$ cat config.mk
export PLATFORM = sky130hd
export DESIGN_NAME = synthesijer_logic_lshift64_pipe
export DESIGN_NICKNAME = d
export VERILOG_FILES = /design/src/rtl/synthesijer_logic_lshift64_pipe_pkg.sv /design/src/rtl/synthesijer_logic_lshift64_pipe_stage.sv /design/src/rtl/synthesijer_logic_lshift64_pipe.sv
export SDC_FILE = /design/constraint.sdc
export NUM_CORES = 1
export LEC_CHECK = 0
export BUFFER_PORTS_ARGS = -buffer_cell sky130_fd_sc_hd__buf_4
export CORE_MARGIN = 1
export CORE_UTILIZATION = 55
export DETAILED_ROUTE_END_ITERATION = 8
export GPL_ROUTABILITY_DRIVEN = 0
export PLACE_DENSITY = 0.8
export SLEW_MARGIN = 0
export SYNTH_ARGS = -nofsm -noshare
export SYNTH_HDL_FRONTEND = slang
export SYNTH_HIERARCHICAL = 1
export SYNTH_SLANG_ARGS = --single-unit
$ cat constraint.sdc
create_clock -name clk -period 2.8 [get_ports clk]
set_input_delay 0.7 -clock clk [delete_from_list [all_inputs] [get_ports clk]]
set_output_delay 0.7 -clock clk [all_outputs]
set_load 0.1 [all_outputs]
$ cat src/rtl/synthesijer_logic_lshift64_pipe_pkg.sv
// Shared widths and per-stage shift granularities for the 64-bit pipelined left shifter.
package synthesijer_logic_lshift64_pipe_pkg;
  localparam int unsigned WIDTH      = 64;
  localparam int unsigned SHAMT_BITS = 6;
  localparam int unsigned STAGES     = 3;
  localparam int unsigned GRAN_S1    = 16;
  localparam int unsigned GRAN_S2    = 4;
  localparam int unsigned GRAN_S3    = 1;
endpackage

$ cat src/rtl/synthesijer_logic_lshift64_pipe_stage.sv
// One registered shift stage: shifts by GRAN * sel and carries a valid bit.
module synthesijer_lshift_stage
  import synthesijer_logic_lshift64_pipe_pkg::*;
#(
  parameter int unsigned GRAN = 1
) (
  input  logic             clk,
  input  logic             reset,
  input  logic [WIDTH-1:0] data,
  input  logic [1:0]       sel,
  input  logic             valid,
  output logic [WIDTH-1:0] shifted,
  output logic             shifted_valid
);

  logic [WIDTH-1:0] shift_c;

  always_comb begin
    shift_c = data;
    case (sel)
      2'd0:    shift_c = data;
      2'd1:    shift_c = data << (GRAN * 1);
      2'd2:    shift_c = data << (GRAN * 2);
      default: shift_c = data << (GRAN * 3);
    endcase
  end

  // Data only advances with a live operation; bubbles leave it untouched.
  always_ff @(posedge clk) begin
    if (!reset) begin
      shifted       <= '0;
      shifted_valid <= 1'b0;
    end else begin
      shifted_valid <= valid;
      if (valid) shifted <= shift_c;
    end
  end

endmodule

$ cat src/rtl/synthesijer_logic_lshift64_pipe.sv
// 64-bit logical left shifter, three shift stages plus an output register (latency 3).
module synthesijer_logic_lshift64_pipe
  import synthesijer_logic_lshift64_pipe_pkg::*;
(
  input  logic                    clk,
  input  logic                    reset,
  input  logic signed [WIDTH-1:0] a,
  input  logic signed [WIDTH-1:0] b,
  input  logic                    nd,
  output logic signed [WIDTH-1:0] result,
  output logic                    valid
);

  logic [WIDTH-1:0] s1_data, s2_data, s3_data;
  logic             s1_valid, s2_valid, s3_valid;
  logic [3:0]       s1_rem;
  logic [1:0]       s2_rem;
  logic             unused_bits;

  assign unused_bits = ^b[WIDTH-1:SHAMT_BITS];

  synthesijer_lshift_stage #(.GRAN(GRAN_S1)) u_s1 (
    .clk(clk), .reset(reset), .data(a), .sel(b[5:4]), .valid(nd),
    .shifted(s1_data), .shifted_valid(s1_valid)
  );

  synthesijer_lshift_stage #(.GRAN(GRAN_S2)) u_s2 (
    .clk(clk), .reset(reset), .data(s1_data), .sel(s1_rem[3:2]), .valid(s1_valid),
    .shifted(s2_data), .shifted_valid(s2_valid)
  );

  synthesijer_lshift_stage #(.GRAN(GRAN_S3)) u_s3 (
    .clk(clk), .reset(reset), .data(s2_data), .sel(s2_rem), .valid(s2_valid),
    .shifted(s3_data), .shifted_valid(s3_valid)
  );

  // Remaining shift-amount bits travel alongside the partial data.
  always_ff @(posedge clk) begin
    if (!reset) begin
      s1_rem <= '0;
      s2_rem <= '0;
    end else begin
      if (nd)       s1_rem <= b[3:0];
      if (s1_valid) s2_rem <= s1_rem[1:0];
    end
  end

  // Output register: result holds between valid pulses.
  always_ff @(posedge clk) begin
    if (!reset) begin
      result <= '0;
      valid  <= 1'b0;
    end else begin
      valid <= s3_valid;
      if (s3_valid) result <= s3_data;
    end
  end

endmodule

======== Yosys cells after proc, flatten, opt, wreduce, memory -nomap -nowiden ========
Cells that the tools add are included.
cells by class
  equal/unequal tests ..................... 6
  multiplexer cells ....................... 3
  reductions and logical operators ........ 3
operators by type and width
  operator                                       number
  one-hot mux 64 bit (3 select lines)            3
  == test 2 x 1 -> 1 bit, second input constant  3
  == test 2 bit, second input constant           3
  zero test 2 bit                                3
word-level totals
  register bits after elaboration ......... 266
  bits of input ports ..................... 131
  word-level logic and storage cells ...... 22

======== Logic depth before layout (Yosys ltp) ========
  word-level depth ........................ 2
  gate-level depth with buffers ........... 6
  depth with buffers taken out ............ 3

======== Modules after synthesis ========
The synthesis kept the hierarchy.
by module, submodules not included
  module                           times used  cells an instance  area an instance (um^2)
  synthesijer_lshift_stage (u_s3)  1           297                3,296.9
  synthesijer_lshift_stage (u_s2)  1           304                3,235.6
  synthesijer_lshift_stage (u_s1)  1           330                3,125.5
  synthesijer_logic_lshift64_pipe  1           227                2,710.1

======== Least setup slack after synthesis ========
Ideal clock, no wire load.
  path type ............................... input-to-reg
  start point ............................. in b[4]
  end point ............................... reg u_s1.shifted[44]
  library setup time ...................... 0.133 ns
  data arrival time ....................... 1.521 ns
  slack ................................... 1.147 ns
  cell stages on the path ................. 6
  buffers on the path ..................... 3
  path through ............................ buf_4 buf_6 buf_8 mux2i_1 a2bb2oi_1 a21oi_1
on the way
  word-level cells in the longest chain between the ends .. 2
  elaborated cells on any way between the ends .. 4
  classes of those cells .................. eq/ne: 2; mux: 1; reduce/logical: 1
RTL lines
  item                                         RTL line                                     text
  start, declared                              synthesijer_logic_lshift64_pipe.sv:8         input logic signed [WIDTH-1:0] b,
  == test 2 bit, or another cell as far along  synthesijer_logic_lshift64_pipe_stage.sv:20  case (sel)
  one-hot mux 64 bit (3 select lines) *        synthesijer_logic_lshift64_pipe_stage.sv:20
  end signal, assigned                         synthesijer_logic_lshift64_pipe_stage.sv:35  if (valid) shifted <= shift_c;
  end, declared                                synthesijer_logic_lshift64_pipe_stage.sv:12  output logic [WIDTH-1:0] shifted,
Every way passes the cells marked *; elsewhere a longest branch is shown, timed or not.
A chain may end at the register's enable or synchronous reset.

======== Worst setup path in the final report ========
  start point ............................. reg result[60]
  end point ............................... out result[60]
RTL lines
  item                    RTL line                               text
  start, declared         synthesijer_logic_lshift64_pipe.sv:10  output logic signed [WIDTH-1:0] result,
  start signal, assigned  synthesijer_logic_lshift64_pipe.sv:55  if (s3_valid) result <= s3_data;
No word-level cell between the ends.

==> results by group <==
Run status
  • Status: finished with violations
  • Failing checks: design-rule violations

Placed design
  • Placement Setup Slack: 0.4538 ns
  • Area after detailed placement: 0.01310 mm²
  • Inst Count DP: 1,473
  • I/O Buffers: 137
  • HPWL after DPL: 20,430 µm

Timing
  • Setup-failing EPs final: 0
  • F_max: 522.7 MHz
  • Worst slew margin: 32.71%
  • Min cycle time layout: 1.913 ns
  • Setup Skew: 0.01063 ns
  • Actual slew at the worst max-slew pin: 1.007 ns
  • TNS Setup: 0 ns
  • RSZ-0062 raised after global routing: no
  • Final setup margin: 0.8870 ns
  • Fin crit share: 68.32%
  • Count of final hold-check violations: 0
  • Pins over their slew limit: 0

Power
  • Pleak: 4.869 nW
  • Peak VDD IR: 0.3540 mV
  • Power Total: 8.169 mW
  • PD cells: 584.1 mW/mm²

Logic synthesis
  • Synth area leaders: dfxtp_1, mux2i_1, o221ai_1, nand3b_1, nor2b_1
  • Syn_area_per_cell: 10.68 µm²
  • Post-synth top area share: 43.06%
  • Sequential element share of the synthesized area: 43.06%
  • Post-synth cell types: 35
  • Yosys top cell by area: dfxtp_1
  • Synthesis-stage register bit count: 266
  • Synth Instances: 1,158
  • Syn Nets: 1,289
  • Synth warnings: 6
  • Cell Area, Synth: 0.01237 mm²

Worst setup path
  • Worst path bufs/invs: 1
  • CP Capture Type: output port
  • CP Max Fanout: 2
  • CP startpoint: result[60]
  • FF-to-FF Start: s1_rem[2]
  • WP data arrival: 1.21 ns
  • Element type at the critical path start: flip-flop
  • Crit-path slowest cell: dfxtp_1
  • Worst R2R Setup Slack: 1.01 ns
  • CP max stage delay: 0.38 ns
  • End of the worst register-to-register path: u_s2/shifted[30]
  • CP delay by family, top: flip-flops
  • Required @ worst endpoint: 2.10 ns
  • Register-to-Register Path Depth: 3
  • CP Class: reg -> out
  • Worst-path cell chain: buf_4

Layout
  • Layout cell share with drive strength beyond 1: 16.04%
  • Multi-input gate area: 0.006163 mm²
  • Area growth, synth to finish: 13.09%
  • Finished Layout Cells: 1,521
  • Most frequent cells in the layout: dfxtp_1, mux2i_1, buf_4
  • Commonest non-fill, non-tap cell in the layout: dfxtp_1
  • Antenna cells: 0
  • Total Nets Final: 1,353
  • Post-route design area: 0.01399 mm²
  • FILL cells: 1,734
  • FF+latch area: 0.005338 mm²

Floorplanning
  • Die width: 152.0 µm
  • Die Ht: 152.0 µm
  • Number of I/O pins: 196
  • Die Footprint: 0.02309 mm²
  • Initial Util: 56.32%
  • Core ar.: 0.02196 mm²
  • Row cnt: 54

Worst hold path
  • Hold wc startpoint: b[3]
  • Worst Hold Class: in -> reg
  • Worst hold path endpoint: s1_rem[3]
  • Hold path cells: 3

Drt
  • DRT Wirelength: 29,340 µm
  • ANT nets after route: 0
  • 1st-pass router iterations: 7
  • Vias/cell: 6.172
  • First DRT Iteration DRCs: 830
  • Drt wl/cell: 19.29 µm
  • Via count: 9,387
  • DR DRC count: 23

GRT
  • Overflow after GRT: 0
  • First-pass GRT wire length: 46,990 µm
  • Largest net degree at the start of global routing: 104
  • Vias in the first global route: 8,745
  • GR Util All Layers: 24.67%
  • Initial antenna violation count: 0

Clocking
  • Clk sinks: 266
  • CTS Hold Bufs: 0
  • CTS tree: done
  • Clock Latency Late Sink: 0.52 ns
  • Clock Tree Buf Depth: 3
  • PostCTS Resize Cnt: 0
  • Clock root cell: clkbuf_16
  • Post-CTS setup buffer count: 0
  • Clock buffer count from CTS: 27
  • H-tree depth: 1
  • Clock-pin slew on the worst setup and hold paths: 0.06 ns

Flow run
  • Max Cap Viol: 0
## flip-flops by register name, indices dropped and copies added (netlist names), 2 cells and up
| signal | cells |
|---|---|
| result | 64 |
| u_s1/shifted | 64 |
| u_s2/shifted | 64 |
| u_s3/shifted | 64 |
| s1_rem | 4 |
| s2_rem | 2 |
## how the worst max path moves through the flow
stage / endpoint / depth (start not counted) / slack (ns)
4_1_cts: result[60] / 1 / 0.88
6_report: result[60] / 1 / 0.89
5_1_grt: u_s1/shifted[38] / 4 / 0.82
2_1_floorplan: u_s1/shifted[44] / 6 / 1.15
3_5_place_dp: u_s1/shifted[40] / 4 / 0.45
3_3_place_gp: u_s1/shifted[43] / 4 / 0.45
## kinds of logic after synthesis
| kind of cell | count (synthesis) | share of synthesized area (%) |
|---|---|---|
| AOI/OAI and AO/OA | 230 | 14.08 |
| buffers and inverters | 133 | 7.112 |
| DFF | 266 | 43.06 |
| muxes | 241 | 19.50 |
| and+or+nand+nor | 288 | 16.25 |
## cell type report
type / instances / share of cell area, %
multi-input combinational: 759 / 44.06
sequential: 266 / 38.16
timing repair buffer: 148 / 8.418
clock buffer: 40 / 5.770
tap: 280 / 2.505
clock inverter: 8 / 0.5457
inverter: 20 / 0.5367
## synthesized netlist by cell type
cell type  count
a21oi_1       32
a21oi_2        1
a2bb2oi_1     16
a31oi_1        8
and2_1        24
and2b_1        4
buf_1          1
buf_12         9
buf_2         36
buf_4         15
buf_6         11
buf_8          3
bufbuf_8       1
clkbuf_1      36
clkbuf_2       1
dfxtp_1      266
inv_1         20
mux2i_1      241
nand2_1        4
nand2b_1       2
nand3_1        1
nand3_2        2
nand3b_1     131
nand3b_4       2
nor2_1         1
nor2b_1      110
nor3b_1        1
nor3b_4        1
nor4bb_1       1
o21a_1         3
o21ai_0       20
o21ai_1        1
o221ai_1     129
o22ai_1       20
or2_1          4
## metal layers
metal  routed length, µm  vias up  global-route usage [%]  part of all wire, %
met4                 558        0                   6.608                  1.9
li1                    -     4461                       -                    -
met5                   0        -                       0                    0
met2               12170      417                   35.96                   41
met1               14070     4470                   37.63                   48
met3                2529       39                   3.651                  8.6
## power by group
group	switching, mW	total [mW]	leakage, nW	internal (mW)
sequential	0.109	3.98	2.16	3.87
combinational	0.360	0.661	2.29	0.301
clock	1.44	3.53	0.425	2.09
## worst min-delay path, stage by stage
cell and delay (ns):
buf_4 0.08, mux2i_1 0.05, nor2b_1 0.09
## per-stage QoR
step	util, %	hold WS [ns]
6_report	63.70	0.4514
5_1_grt	63.70	0.4408
4_1_cts	63.70	0.4417
3_5_place_dp	59.68	0.4811
3_3_place_gp	59.68	0.4789
2_1_floorplan	-	0.4616
(Power assumes the default switching activity.)
